`config.mk`:
```
export PLATFORM = sky130hd
export DESIGN_NAME = adder4_nibble_sched_flat
export DESIGN_NICKNAME = d
export VERILOG_FILES = /design/src/rtl/adder4_nibble_sched_if.sv /design/src/rtl/adder4_nibble_sched.sv /design/src/flat_wrapper.sv
export SDC_FILE = /design/constraint.sdc
export NUM_CORES = 1
export LEC_CHECK = 0
export BUFFER_PORTS_ARGS = -buffer_cell sky130_fd_sc_hd__buf_4
export CORE_AREA = 4 4 76 78
export CTS_BUF_LIST = sky130_fd_sc_hd__clkbuf_8
export CTS_CLUSTER_DIAMETER = 200
export DETAILED_ROUTE_END_ITERATION = 8
export DIE_AREA = 0 0 80 82
export PLACE_DENSITY = 0.9
export SYNTH_ARGS = -nofsm -noshare
export SYNTH_HDL_FRONTEND = slang
export SYNTH_SLANG_ARGS = --single-unit
```
`constraint.sdc`:
```
create_clock -name clk -period 4.74 [get_ports clk]
set_clock_uncertainty 0.1 [all_clocks]
set_input_delay 0 -clock clk [delete_from_list [all_inputs] [get_ports clk]]
set_output_delay 0 -clock clk [all_outputs]
set_load 0.05 [all_outputs]
```
`src/rtl/adder4_nibble_sched_if.sv`:
```
// Bundles the requester, result and adder-core signals of adder4_nibble_sched.
// The slave modport is the scheduler's view; master is the environment's view.
interface adder4_nibble_sched_if #(
  parameter int W = 16
);
  // Handshakes: a transfer happens on the rising edge where valid & ready are both high.
  // Valid never waits for ready, and payload stays stable while valid waits for ready.
  logic [1:0]     in_valid;
  logic [1:0]     in_ready;
  logic [2*W-1:0] in_a;
  logic [2*W-1:0] in_b;
  logic [1:0]     in_cin;
  logic           out_valid;
  logic           out_ready;
  logic [W-1:0]   out_sum;
  logic           out_cout;
  logic           out_id;
  logic           busy;
  logic [3:0]     add_a;
  logic [3:0]     add_b;
  logic           add_cin;
  logic [3:0]     add_sum;
  logic           add_cout;
  logic [1:0]     dbg_state;
  logic           dbg_rr_ptr;

  modport slave (
    input  in_valid, in_a, in_b, in_cin, out_ready, add_sum, add_cout,
    output in_ready, out_valid, out_sum, out_cout, out_id, busy,
           add_a, add_b, add_cin, dbg_state, dbg_rr_ptr
  );

  modport master (
    output in_valid, in_a, in_b, in_cin, out_ready, add_sum, add_cout,
    input  in_ready, out_valid, out_sum, out_cout, out_id, busy,
           add_a, add_b, add_cin, dbg_state, dbg_rr_ptr
  );
endinterface

```
`src/rtl/adder4_nibble_sched.sv`:
```
// Two-requester scheduler that performs W-bit additions nibble-serially through one
// external 4-bit adder core, chaining the carry through a register, LSB nibble first.
module adder4_nibble_sched #(
  parameter int W = 16
) (
  input  logic                  clk,
  input  logic                  rst_n,
  adder4_nibble_sched_if.slave  bus
);
  localparam int NIB = W / 4;
  localparam int NW  = (NIB > 1) ? $clog2(NIB) : 1;

  localparam logic [1:0] S_IDLE = 2'd0;
  localparam logic [1:0] S_RUN  = 2'd1;
  localparam logic [1:0] S_DONE = 2'd2;

  logic [1:0]    state_q,  state_d;
  logic          rr_ptr_q, rr_ptr_d;
  logic [W-1:0]  a_q,      a_d;
  logic [W-1:0]  b_q,      b_d;
  logic [W-1:0]  sum_q,    sum_d;
  logic          cin_q,    cin_d;
  logic          id_q,     id_d;
  logic          carry_q,  carry_d;
  logic [NW-1:0] nib_q,    nib_d;

  logic          grant_vld;
  logic          grant_id;
  logic [3:0]    nib_a;
  logic [3:0]    nib_b;
  logic          last_nib;
  logic          in_run;

  // Round-robin: the side at rr_ptr has priority, the other side is served only if it is idle.
  always_comb begin
    grant_vld = 1'b0;
    grant_id  = rr_ptr_q;
    if (state_q == S_IDLE) begin
      if (bus.in_valid[rr_ptr_q]) begin
        grant_vld = 1'b1;
        grant_id  = rr_ptr_q;
      end else if (bus.in_valid[~rr_ptr_q]) begin
        grant_vld = 1'b1;
        grant_id  = ~rr_ptr_q;
      end
    end
  end

  always_comb begin
    nib_a = 4'h0;
    nib_b = 4'h0;
    for (int i = 0; i < NIB; i++) begin
      if (nib_q == NW'(i)) begin
        nib_a = a_q[4*i +: 4];
        nib_b = b_q[4*i +: 4];
      end
    end
  end

  assign last_nib = (nib_q == NW'(NIB - 1));
  assign in_run   = (state_q == S_RUN);

  always_comb begin
    state_d  = state_q;
    rr_ptr_d = rr_ptr_q;
    a_d      = a_q;
    b_d      = b_q;
    sum_d    = sum_q;
    cin_d    = cin_q;
    id_d     = id_q;
    carry_d  = carry_q;
    nib_d    = nib_q;
    case (state_q)
      S_IDLE: begin
        if (grant_vld) begin
          a_d      = grant_id ? bus.in_a[2*W-1:W] : bus.in_a[W-1:0];
          b_d      = grant_id ? bus.in_b[2*W-1:W] : bus.in_b[W-1:0];
          cin_d    = bus.in_cin[grant_id];
          id_d     = grant_id;
          nib_d    = '0;
          rr_ptr_d = ~grant_id;
          state_d  = S_RUN;
        end
      end
      S_RUN: begin
        for (int i = 0; i < NIB; i++) begin
          if (nib_q == NW'(i)) sum_d[4*i +: 4] = bus.add_sum;
        end
        carry_d = bus.add_cout;
        if (last_nib) begin
          nib_d   = '0;
          state_d = S_DONE;
        end else begin
          nib_d = nib_q + NW'(1);
        end
      end
      S_DONE: begin
        if (bus.out_ready) state_d = S_IDLE;
      end
      default: state_d = S_IDLE;
    endcase
  end

  always_ff @(posedge clk or negedge rst_n) begin
    if (!rst_n) begin
      state_q  <= S_IDLE;
      rr_ptr_q <= 1'b0;
      a_q      <= '0;
      b_q      <= '0;
      sum_q    <= '0;
      cin_q    <= 1'b0;
      id_q     <= 1'b0;
      carry_q  <= 1'b0;
      nib_q    <= '0;
    end else begin
      state_q  <= state_d;
      rr_ptr_q <= rr_ptr_d;
      a_q      <= a_d;
      b_q      <= b_d;
      sum_q    <= sum_d;
      cin_q    <= cin_d;
      id_q     <= id_d;
      carry_q  <= carry_d;
      nib_q    <= nib_d;
    end
  end

  assign bus.in_ready   = grant_vld ? (grant_id ? 2'b10 : 2'b01) : 2'b00;
  assign bus.out_valid  = (state_q == S_DONE);
  assign bus.out_sum    = sum_q;
  assign bus.out_cout   = carry_q;
  assign bus.out_id     = id_q;
  assign bus.busy       = (state_q == S_RUN) || (state_q == S_DONE);
  // The core is only driven during RUN so its inputs stay quiet otherwise.
  assign bus.add_a      = in_run ? nib_a : 4'h0;
  assign bus.add_b      = in_run ? nib_b : 4'h0;
  assign bus.add_cin    = in_run ? ((nib_q == '0) ? cin_q : carry_q) : 1'b0;
  assign bus.dbg_state  = state_q;
  assign bus.dbg_rr_ptr = rr_ptr_q;
endmodule
```
`src/flat_wrapper.sv`:
```
// flat-port wrapper written by rule: the top's interface ports become plain ports
module adder4_nibble_sched_flat 
#(
  parameter int W = 16
)
  (clk, rst_n, bus_in_valid, bus_in_a, bus_in_b, bus_in_cin, bus_out_ready, bus_add_sum, bus_add_cout, bus_in_ready, bus_out_valid, bus_out_sum, bus_out_cout, bus_out_id, bus_busy, bus_add_a, bus_add_b, bus_add_cin, bus_dbg_state, bus_dbg_rr_ptr);
  adder4_nibble_sched_if #(.W(W)) bus_i ();
  input  logic clk;
  input  logic rst_n;
  input wire logic [$bits(bus_i.in_valid)-1:0] bus_in_valid;
  input wire logic [$bits(bus_i.in_a)-1:0] bus_in_a;
  input wire logic [$bits(bus_i.in_b)-1:0] bus_in_b;
  input wire logic [$bits(bus_i.in_cin)-1:0] bus_in_cin;
  input wire logic [$bits(bus_i.out_ready)-1:0] bus_out_ready;
  input wire logic [$bits(bus_i.add_sum)-1:0] bus_add_sum;
  input wire logic [$bits(bus_i.add_cout)-1:0] bus_add_cout;
  output wire logic [$bits(bus_i.in_ready)-1:0] bus_in_ready;
  output wire logic [$bits(bus_i.out_valid)-1:0] bus_out_valid;
  output wire logic [$bits(bus_i.out_sum)-1:0] bus_out_sum;
  output wire logic [$bits(bus_i.out_cout)-1:0] bus_out_cout;
  output wire logic [$bits(bus_i.out_id)-1:0] bus_out_id;
  output wire logic [$bits(bus_i.busy)-1:0] bus_busy;
  output wire logic [$bits(bus_i.add_a)-1:0] bus_add_a;
  output wire logic [$bits(bus_i.add_b)-1:0] bus_add_b;
  output wire logic [$bits(bus_i.add_cin)-1:0] bus_add_cin;
  output wire logic [$bits(bus_i.dbg_state)-1:0] bus_dbg_state;
  output wire logic [$bits(bus_i.dbg_rr_ptr)-1:0] bus_dbg_rr_ptr;
  assign bus_i.in_valid = bus_in_valid;
  assign bus_i.in_a = bus_in_a;
  assign bus_i.in_b = bus_in_b;
  assign bus_i.in_cin = bus_in_cin;
  assign bus_i.out_ready = bus_out_ready;
  assign bus_i.add_sum = bus_add_sum;
  assign bus_i.add_cout = bus_add_cout;
  assign bus_in_ready = bus_i.in_ready;
  assign bus_out_valid = bus_i.out_valid;
  assign bus_out_sum = bus_i.out_sum;
  assign bus_out_cout = bus_i.out_cout;
  assign bus_out_id = bus_i.out_id;
  assign bus_busy = bus_i.busy;
  assign bus_add_a = bus_i.add_a;
  assign bus_add_b = bus_i.add_b;
  assign bus_add_cin = bus_i.add_cin;
  assign bus_dbg_state = bus_i.dbg_state;
  assign bus_dbg_rr_ptr = bus_i.dbg_rr_ptr;
  adder4_nibble_sched #(.W(W)) u_core (.clk(clk), .rst_n(rst_n), .bus(bus_i));
endmodule
```
Word level (Yosys, flattened, before mapping)
Index checks and enable logic that the tools add are counted.
Word-level totals
  bits in registers: 56
  input port bits: 76
  word-level logic and storage cells: 72
Operators by class
  add/subtract/negate cells: 1
  $lt $le $gt $ge: 3
  equal/unequal tests: 8
  mux-type cells: 35
  bitwise logic cells: 2
  reductions and logical operators: 11
Operators with widths (count)
  $mux W4: 10
  $mux W16: 2
  $mux W1: 14
  $mux W2: 7
  $reduce_and A2 Y1: 6
  $eq A2 B2 Y1 const B: 3
  $lt A1 B2 Y1 const B: 3
  $pmux W2 S3: 1
  $eq A2 B1 Y1 const B: 2
  $logic_not A2 Y1: 2
  $ne A2 B1 Y1 const B: 2
  $pmux W2 S2: 1
  $reduce_and A3 Y1: 1
  $add A2 B1 Y2 const B: 1
  $ne A2 B2 Y1 const B: 1
  $not A1 Y1: 2
  $reduce_bool A2 Y1: 1
  $logic_or A1 B1 Y1: 1

Logic depth before layout (Yosys ltp)
Gate-level depths: netlist of run 1.
  depth after elaboration: 8
  mapped depth: 6
  depth with buffers taken out: 5

Worst setup path before layout of run 1
Ideal clock, no wire load.
  kind: flip-flop to output port
  from: register u_core.state_q[0] (netlist: u_core.bus.dbg_state[0])
  to: output port bus_add_a[0]
  arrival time: 2479 ps
  data required time: 4640 ps
  path slack: 2161 ps
  stages on the path, launching flop included: 6
  path through: dfrtp_1 ha_1 nor2b_1 clkbuf_1 o21ai_0 o21ai_0
Between the ends
  longest elaborated chain between the ends: 2
Ends and longest elaborated chain
  start, declared: line adder4_nibble_sched.sv:17  | logic [1:0] state_q, state_d;
  start signal, assigned: line adder4_nibble_sched.sv:116  | state_q <= state_d;
  $eq A2 B1 Y1: line adder4_nibble_sched.sv:61  | assign in_run = (state_q == S_RUN);
  $mux W4: line adder4_nibble_sched.sv:135  | assign bus.add_a = in_run ? nib_a : 4'h0;
  end, declared: line flat_wrapper.sv:23  | output wire logic [$bits(bus_i.add_a)-1:0] bus_add_a;
Every way passes these cells.

Final worst setup path of run 1
  from: register u_core.state_q[1] (netlist: u_core.bus.dbg_state[1])
  to: output port bus_add_b[0]
Between the ends
  longest elaborated chain between the ends: 2
Ends and longest elaborated chain
  $eq A2 B1 Y1: line adder4_nibble_sched.sv:61
  $mux W4: line adder4_nibble_sched.sv:136  | assign bus.add_b = in_run ? nib_b : 4'h0;
  end, declared: line flat_wrapper.sv:24  | output wire logic [$bits(bus_i.add_b)-1:0] bus_add_b;
Every way passes these cells.

==> run summary, run 1 <==
The flow ran to the end, and the final reports show no timing, DRC or antenna violations. Measured on the finished design, the core utilization comes to 86.5%. For this block, the routed nets add up to 10.7 mm of wire. The switching share of power is 47.1%, and the number of cells after detailed placement is 396. Broken down by cell family, the worst path's largest delay share belongs to simple AND/OR/NAND/NOR gates.

The tools report the number of design rule violations left after detail routing as 0. The net switching component of the power is 1.52 mW. Summed over all instances, the cell type with the most area after synthesis is sky130_fd_sc_hd__dfrtp_1. The part of the power in registers is 27.3%. The number of gates resized after CTS was 0.

The tools report the kind of end point of the critical path as a primary output. The clock latency reported for the late side of the worst-skew pair was 0.31 ns; the count of TritonRoute iterations in the first routing pass was 5. The tools report the peak supply drop as 446 µV.

The tools report the leakage component of the power as 2.05 nW. Counting every instance in the synthesized netlist gives 230. The share of the clock period used by the worst path was 60.6%; the overflow left after global routing was 0.

Together, buffers and inverters on the worst path number 2. Sort of element at the start of the critical path: a flop. The number of antenna diodes in the final layout is 0. Combinational cells account for 64.3% of the total power.

Of the synthesized area, sequential elements account for 51.8%. The critical path class is reg2out. The final estimated routing congestion in global placement came out at 0.871. The signal on the critical path passes through inv_1 -> ha_1 -> nor2b_1 -> o21ai_0 -> o21ai_0 -> buf_4. In the final design database the tool counted 492 nets. The first routing iteration left 282 violations. At the worst endpoint, the arrival time is 2.77 ns. Fill cell total of the finished layout: 249. The share of synthesized area in the top cell type comes to 51.8%. For the number of buffers created by CTS, the log shows 5. The area growth from synthesis to layout is 62.3%. The library cells used most frequently in the layout, excluding fill and tap cells, are sky130_fd_sc_hd__buf_4, sky130_fd_sc_hd__dlygate4sd3_1, sky130_fd_sc_hd__dfrtp_1.

Pin placement for this block handled 110 I/O pins. Most common cell after layout, fill and taps aside: sky130_fd_sc_hd__buf_4. The critical path startpoint was u_core.bus.dbg_state[1]. Summed over all failing endpoints, the final setup total negative slack is 0 ns. The run gives 2.48 ns as the minimum setup slack after placement. In the global route stage, overall resource usage came out at 34.4%. Each instance of the synthesized netlist takes up on average 11.8 µm². In this run the worst path has a maximum fanout of 12.

Summed over all nets, the half-perimeter wirelength after detailed placement is 5.25 mm. By area the synthesized netlist is led by sky130_fd_sc_hd__dfrtp_1, sky130_fd_sc_hd__a221o_1, sky130_fd_sc_hd__mux2_2. The mapped netlist covers 2710 µm². For the max-capacitance violation count, the log shows 0.

The clock passes through at most 2 buffers. After detailed routing, the number of vias per cell comes to 6.14. For hold timing, the worst endpoint is u_core.bus.dbg_state[1]. The number of cells on the worst reg-to-reg path is 6. The share of cells above drive strength 1 came out at 33.7%. Derived from the worst setup path, the maximum achievable clock frequency is 0.348 GHz. The number of antenna violations at the first check in global routing is 0, and the overall die height is 82 µm. Hold-critical path depth: 3. Final hold analysis gives a worst-case slack of 0.0874 ns. The transition time at the pin with the least slew margin was 1.32 ns.

Die width: 80 µm. Setup repair after global routing left no endpoint under its margin. The detailed router placed 2949 vias in this run.

TritonCTS built the clock tree. The core region is 5070 µm². Minimum setup slack in the final design: 1.87 ns. The internal power of the cells came out at 1.70 mW. Effective utilization at floorplan: 53.3%. The cell that appears most often on the critical path is sky130_fd_sc_hd__o21ai_0. The number of warnings printed during yosys synthesis is 0, and the total power density per cell area is 734 nW/µm². The tools report the number of failing setup endpoints in the final timing report as 0. For the count of clock tree sinks, the log shows 56. The start point of the worst hold path is bus_out_ready. The count of cells in the finished layout, fillers not included, comes to 480.

The min-delay analysis places its worst path in the category in2reg. Of the total power, the clock network draws 8.3%. The register clock-pin slew on the reported worst setup and hold paths works out to 0.09 ns. Synthesis inferred 56 register bits. The die covers 6560 µm². Number of nets in the synthesized netlist: 313. In the final routed layout, each cell accounts on average for 22.4 µm. Via count of the first global-routing pass: 3104. The largest individual stage delay along the critical path comes from the cell sky130_fd_sc_hd__nor2b_1.

The startpoint identified for the worst register-to-register timing path is u_core.bus.dbg_state[0]. The critical path runs through a total of 6 cells. The count of distinct cell types in the synthesized netlist is 25, and the post-route antenna net violation count is 0. The run gives 12.1% as the relative slew slack.

The number of H-tree branching levels is 2. The initialized floorplan defines 26 standard-cell rows. The delay of the slowest critical-path stage works out to 0.72 ns. The final number of max-transition violations came out at 0.

Minimum clock period after layout: 2.87 ns. The tools report the wire length of the first global-routing pass as 16.7 mm. In this run the tool buffered the top-level ports with 109 buffer cells.

The final count of hold timing violations came out at 0. The worst register-to-register path has a setup slack of 1.97 ns. The worst register-to-register path ends at u_core.a_q[10]. The library cell used as clock root buffer is sky130_fd_sc_hd__clkbuf_8.

Data on the critical path is required at its endpoint by 4.64 ns. Entering global routing, the biggest net connects 57 pins.
-- worst reg2reg max path: cells and delay by family, from the launching register on --
| family | cells | cell delay [ns] |
|---|---|---|
| AO/OA/AOI/OAI | 2 | 0.74 |
| AND/OR/NAND/NOR | 1 | 0.36 |
| buffers and inverters | 2 | 0.70 |
| flip-flops | 1 | 0.44 |
| adder cells (fa/ha/maj) | 1 | 0.33 |
-- power by group through the flow --
stage / registers [mW] / logic (mW) / clock network, mW
2_1_floorplan: 1.13 / 0.905 / 0
3_3_place_gp: 0.843 / 1.64 / 0
3_5_place_dp: 0.856 / 1.67 / 0
4_1_cts: 0.849 / 1.96 / 0.263
5_1_grt: 0.895 / 2.16 / 0.284
6_report: 0.880 / 2.07 / 0.269
-- per-layer routing --
metal	vias to the layer above	share of wire (%)	track usage [%]
met5	-	0	0
met4	0	4.8	16.6
met3	44	8.8	7.13
met2	223	51	60.5
met1	1462	35	40.1
li1	1220	-	-
-- repair_timing --
action / in CTS / in global routing
buffers inserted: 0 / 0
hold buffers: 76 / 0
endpoints found under the hold margin: 109 / 0
-- logic make-up after synthesis --
group | synth area share [%]
AOI/OAI and AO/OA | 20.8
and+or+nand+nor | 12.2
DFF | 51.8
buffers and inverters | 4.16
muxes | 7.82
adders and majority gates | 3.24
-- cells in the mapped netlist --
cell,number
sky130_fd_sc_hd__o21ai_0,18
sky130_fd_sc_hd__mux2_2,17
sky130_fd_sc_hd__o32a_1,2
sky130_fd_sc_hd__nor2_1,1
sky130_fd_sc_hd__inv_1,7
sky130_fd_sc_hd__nand2_1,14
sky130_fd_sc_hd__nor2b_1,5
sky130_fd_sc_hd__o21ai_2,1
sky130_fd_sc_hd__o211ai_1,2
sky130_fd_sc_hd__a21oi_1,2
sky130_fd_sc_hd__clkbuf_1,3
sky130_fd_sc_hd__buf_2,6
sky130_fd_sc_hd__a21oi_2,2
sky130_fd_sc_hd__buf_4,6
sky130_fd_sc_hd__and2_0,23
sky130_fd_sc_hd__dfrtp_1,56
sky130_fd_sc_hd__a221oi_1,8
sky130_fd_sc_hd__mux2i_1,2
sky130_fd_sc_hd__and2_1,11
sky130_fd_sc_hd__a221o_1,33
sky130_fd_sc_hd__ha_1,7
sky130_fd_sc_hd__nor3b_1,1
sky130_fd_sc_hd__nand3_1,1
sky130_fd_sc_hd__nor3_1,1
sky130_fd_sc_hd__nor3b_2,1
-- cell type report --
cell class	count	area (µm²)	area share (%)
timing repair buffer	187	1590	36.3
sequential	56	1400	31.9
multi-input combinational	152	1190	27.1
tap	70	87.6	1.99
clock buffer	6	82.6	1.88
inverter	7	26.3	0.598
clock inverter	2	7.51	0.171
-- how the worst max path moves through the flow --
stage / to / slack [ns]
2_1_floorplan: bus_add_a[0] / 2.16
3_3_place_gp: bus_add_b[3] / 2.54
3_5_place_dp: bus_add_a[1] / 2.48
4_1_cts: bus_add_a[1] / 2.12
5_1_grt: bus_add_b[0] / 1.78
6_report: bus_add_b[0] / 1.87
-- state kept, by name (all words and copies together), names as in the netlist --
register	flops
u_core.nib_q	2
u_core.bus.out_sum	16
u_core.a_q	16
u_core.bus.out_id	1
u_core.b_q	16
u_core.cin_q	1
u_core.bus.out_cout	1
u_core.bus.dbg_state	2
u_core.bus.dbg_rr_ptr	1
-- per-stage QoR --
stage | cell area [µm²] | power (mW)
floorplan | 2710 | 2.04
global placement | 3540 | 2.48
detailed placement | 3540 | 2.52
CTS | 4390 | 3.07
global route | 4390 | 3.34
finish | 4390 | 3.22
(Power assumes the default switching activity.)
==> run 2, diff against run 1 <==
- ABC_AREA: unset -> 1
- CORE_AREA: 4 4 76 78 -> 4 4 86 88
- DIE_AREA: 0 0 80 82 -> 0 0 90 92
- PLACE_DENSITY: 0.9 -> 0.81
- clock period: 4.74 -> 2.43 ns (I/O delays scaled with it)
==> run summary, run 2 <==
The flow ran to the end, and the final reports show no timing, DRC or antenna violations. The number of synthesized register bits was 56 (unchanged); the clock latency reported for the late side of the worst-skew pair was 0.31 ns (about the same). The area enclosed by the die boundary was 8280 µm² (was 6560 µm²).

The library cell occupying the most area in the post-synthesis netlist was sky130_fd_sc_hd__dfrtp_1 (unchanged). The transition time at the pin with the least slew margin was 0.709 ns (was 1.32 ns). Critical path class: reg2out (unchanged).

The logs give 0 (unchanged) for the number of design rule violations left after detail routing and 6.14 mm (was 5.25 mm) for the detailed placer's ending HPWL. Initial detailed-routing violation count: 163 (was 282). TritonCTS built the clock tree. For the largest net degree at the start of global routing, the log shows 57 (unchanged).

The number of buffers and inverters on the critical path came out at 4 (was 2). Final count of hold timing violations: 0 (unchanged). The share of the clock period used by the worst path is 92.4%, and the number of top-level pins is 110 (unchanged).

The library cell used as clock root buffer was sky130_fd_sc_hd__clkbuf_8 (unchanged). The tools report the beginning of the worst register-to-register path as u_core.bus.dbg_state[1] (was u_core.bus.dbg_state[0]). Relative slew slack: 52.7% (was 12.1%). Number of enable-type register cells in the synthesized netlist: 0 (unchanged). The most common cell after layout, fill and taps aside was sky130_fd_sc_hd__buf_4 (unchanged). The final number of max-transition violations is 0 (unchanged), and the post-CTS repair timing setup buffer count is 0 (unchanged). The tools report the kind of end point of the critical path as a primary output (unchanged). The number of antenna repair diodes was 0 (unchanged); the delay of the slowest critical-path stage was 0.44 ns (was 0.72 ns). Logic depth of the worst register-to-register path: 7 (was 6). The run gives 2 (unchanged) as the number of buffers on the longest clock path.

Top post-synthesis cells by count: sky130_fd_sc_hd__nand2_1, sky130_fd_sc_hd__nand3_1, sky130_fd_sc_hd__dfrtp_1 (was sky130_fd_sc_hd__dfrtp_1, sky130_fd_sc_hd__a221o_1, sky130_fd_sc_hd__and2_0). The final wirelength came out at 10.1 mm (was 10.7 mm). The number of warnings printed during yosys synthesis is 0 (unchanged), and the die width is 90 µm (was 80 µm). The hold-critical path depth is 5 (was 3), and the fraction of registers with async set or reset after synthesis is 100% (unchanged).

Routed wirelength normalized by instance count: 16.8 µm (was 22.4 µm). The number of buffers created by CTS was 5 (unchanged). For the total vias in the final route, the log shows 3298 (was 2949). The tools report the number of placement rows as 30 (was 26).

The area share of the leading cell type in the synthesized netlist came out at 45.8% (was 51.8%). The sort of element at the start of the critical path is a flop (unchanged). For this run, the top clock speed supported by timing is 0.445 GHz. Critical path's top delay family: simple AND/OR/NAND/NOR gates (unchanged). For the data required time at the worst endpoint, the log shows 2.33 ns (was 4.64 ns).

The cell count after synthesis is 353 (was 230). The run gives 24.3% (was 34.4%) as the global routing usage summed across all routing layers. For the peak supply drop, the log shows 634 µV (was 446 µV). The number of vias per cell after detailed routing was 5.47 (was 6.14); the count of nets after finishing was 605 (was 492).

Final estimated routing congestion in global placement: 0.818 (was 0.871). The tools report the total negative slack as 0 ns (unchanged). The post-route antenna net violation count is 0 (unchanged). The run gives 5.89 mW (was 3.22 mW) as the sum of internal, switching and leakage power. The start point of the worst hold path was bus_in_valid[1] (was bus_out_ready). Effective utilization at floorplan: 46.1% (was 53.3%). The tools report the proportion of synthesized chip area in sequential cells as 45.8% (was 51.8%). Fill cell total of the finished layout: 493 (was 249).

The class of the worst hold path is in2reg (unchanged). The count of clock tree sinks is 56 (unchanged), and the total of buffers placed on input and output ports is 109 (unchanged). The synthesized area came out at 3060 µm² (was 2710 µm²). Dominant cells by area after synthesis: sky130_fd_sc_hd__dfrtp_1, sky130_fd_sc_hd__nand2_1, sky130_fd_sc_hd__nand3_1 (was sky130_fd_sc_hd__dfrtp_1, sky130_fd_sc_hd__a221o_1, sky130_fd_sc_hd__mux2_2). The number of cells after detailed placement is 523 (was 396), and the register clock-pin slew on the reported worst setup and hold paths is 0.11 ns (was 0.09 ns).

The max-capacitance violation count is 0 (unchanged), and the number of nets in the synthesized netlist is 436 (was 313). The maximum fanout count along the critical path was 34 (was 12). The share of cells above drive strength 1 came out at 28.7% (was 33.7%). For the wire length of the first global-routing pass, the log shows 16.5 mm (was 16.7 mm).

The total power density per cell area is 1260 nW/µm² (was 734 nW/µm²). The arrival time of data at the critical path endpoint was 2.15 ns (was 2.77 ns); the worst reg-to-reg setup slack was 0.41 ns (was 1.97 ns). Cell type with the highest occurrence count on the critical path: sky130_fd_sc_hd__inv_1 (was sky130_fd_sc_hd__o21ai_0). The run gives 2.29 nW (was 2.05 nW) as the leakage component of the power. The logs give 2 (unchanged) for the number of H-tree branching levels and 0 (unchanged) for the overflow left after global routing. The run gives 25 (unchanged) as the count of distinct cell types in the synthesized netlist. Cell at the slowest stage of the critical path: sky130_fd_sc_hd__dfrtp_1 (was sky130_fd_sc_hd__nor2b_1). The layout overhead on the synthesized area was 52.6% (was 62.3%); the minimum clock period after layout was 2.25 ns. The tools report the sequential cell area in the final layout as 1400 µm² (unchanged). The number of failing setup endpoints in the final timing report came out at 0 (unchanged). The overall die height works out to 92 µm (was 82 µm). The primary flip-flop cell chosen by synthesis mapping is sky130_fd_sc_hd__dfrtp_1 (unchanged). The end of the worst hold path was u_core.nib_q[0] (was u_core.bus.dbg_state[1]). The multi-input logic area is 1430 µm² (was 1190 µm²).

Capture point of the worst reg-to-reg path: u_core.b_q[7] (was u_core.a_q[10]). The most numerous cell in the Yosys netlist is sky130_fd_sc_hd__nand2_1 (was sky130_fd_sc_hd__dfrtp_1). The number of antenna violations at the first check in global routing was 0 (unchanged). For the standard cell core area, the log shows 6640 µm² (was 5070 µm²).

Setup repair after global routing left no endpoint under its margin. Cells along the critical path: inv_1 -> ha_1 -> inv_2 -> nor2_2 -> nand2_4 -> nand2_8 -> nand2_1 -> inv_1 -> buf_4 (was inv_1 -> ha_1 -> nor2b_1 -> o21ai_0 -> o21ai_0 -> buf_4). Commonest cells after routing, fill and taps aside: sky130_fd_sc_hd__buf_4, sky130_fd_sc_hd__nand2_1, sky130_fd_sc_hd__dlygate4sd3_1 (was sky130_fd_sc_hd__buf_4, sky130_fd_sc_hd__dlygate4sd3_1, sky130_fd_sc_hd__dfrtp_1). The logs give 603 (was 480) for the number of standard cells in the layout, taps in and fillers out and 3437 (was 3104) for the via count of the first global-routing pass. The synthesized area per cell works out to 8.68 µm² (was 11.8 µm²).

The count of TritonRoute iterations in the first routing pass came out at 4 (was 5).
run 2: cell count changes after synthesis, moves of 6 or more:
| cell | before | now |
|---|---|---|
| sky130_fd_sc_hd__a21oi_1 | 2 | 9 |
| sky130_fd_sc_hd__nand4_1 | 0 | 33 |
| sky130_fd_sc_hd__and2_0 | 23 | 0 |
| sky130_fd_sc_hd__nand2_1 | 14 | 87 |
| sky130_fd_sc_hd__o211ai_1 | 2 | 8 |
| sky130_fd_sc_hd__nand3_2 | 0 | 20 |
| sky130_fd_sc_hd__nand3_1 | 1 | 57 |
| sky130_fd_sc_hd__a221o_1 | 33 | 0 |
| sky130_fd_sc_hd__inv_1 | 7 | 18 |
| sky130_fd_sc_hd__a221oi_1 | 8 | 0 |
| sky130_fd_sc_hd__buf_2 | 6 | 17 |
| sky130_fd_sc_hd__and2_1 | 11 | 0 |
| sky130_fd_sc_hd__mux2_2 | 17 | 0 |
run 2: per-stage QoR:
stage | hold WS (ns) | worst slack [ns] | utilization (%) | cell area [µm²]
floorplan | -0.396 | 0.464 | - | 3060
global placement | -0.0117 | 0.545 | 58.0 | 3850
detailed placement | -0.00387 | 0.444 | 58.0 | 3850
CTS | 0.0341 | 0.0982 | 70.3 | 4670
global route | 0.0643 | 0.0305 | 70.4 | 4670
finish | 0.0307 | 0.185 | 70.4 | 4670
run 2: layout make-up:
cell class              instances  area share (%)
clock buffers                   5            1.47
clock inverters                 3           0.589
inverters                      20            1.61
multi-input cells             254            30.6
flip-flops and latches         56            30.0
well taps                      80            2.14
repair buffers                185            33.6
run 2: power by group:
group	leakage [nW]	switching [mW]	internal, mW	total, mW
Clock	0.0463	0.327	0.212	0.539
Sequential	0.686	0.295	1.40	1.69
Combinational	1.56	2.53	1.13	3.66
Total	2.29	3.15	2.74	5.89
run 2: cell families after synthesis:
logic type	after synthesis	share of synthesized area [%]
simple gates	207	36.6
flops	56	45.8
buf+inv	43	7.64
compound gates	40	7.19
fa+ha+maj	7	2.86
run 2: timing repair:
item | CTS | global route
endpoints found under the hold margin | 106 | 0
gates resized for setup | 0 | 1
endpoints found under the setup margin | 0 | 2
hold buffers | 72 | 0
run 2: how the worst max path moves through the flow:
stage | from | to | slack, ns | cells past startpoint
final | u_core.bus.dbg_state[1] | bus_in_ready[1] | 0.18 | 9
after CTS | u_core.bus.dbg_state[1] | bus_in_ready[0] | 0.1 | 8
after detailed placement | u_core.bus.dbg_state[0] | u_core.nib_q[0] | 0.44 | 7
after global placement | u_core.bus.dbg_state[0] | bus_in_ready[0] | 0.55 | 8
after floorplan | u_core.bus.dbg_state[0] | bus_in_ready[1] | 0.46 | 8
after global routing | u_core.bus.dbg_state[1] | bus_in_ready[1] | 0.03 | 9
run 2: per-layer routing:
layer,track usage [%],wire length (µm)
met5,0,0
met3,5.66,706
met4,6.51,189
met2,44.2,5260
met1,28.9,3990
run 2: tightest hold or removal path: stages:
cell and delay, ns:
sky130_fd_sc_hd__buf_4 0.10, sky130_fd_sc_hd__nor2_4 0.04, sky130_fd_sc_hd__nand2_1 0.11, sky130_fd_sc_hd__nand3_1 0.08, sky130_fd_sc_hd__o21ai_0 0.08
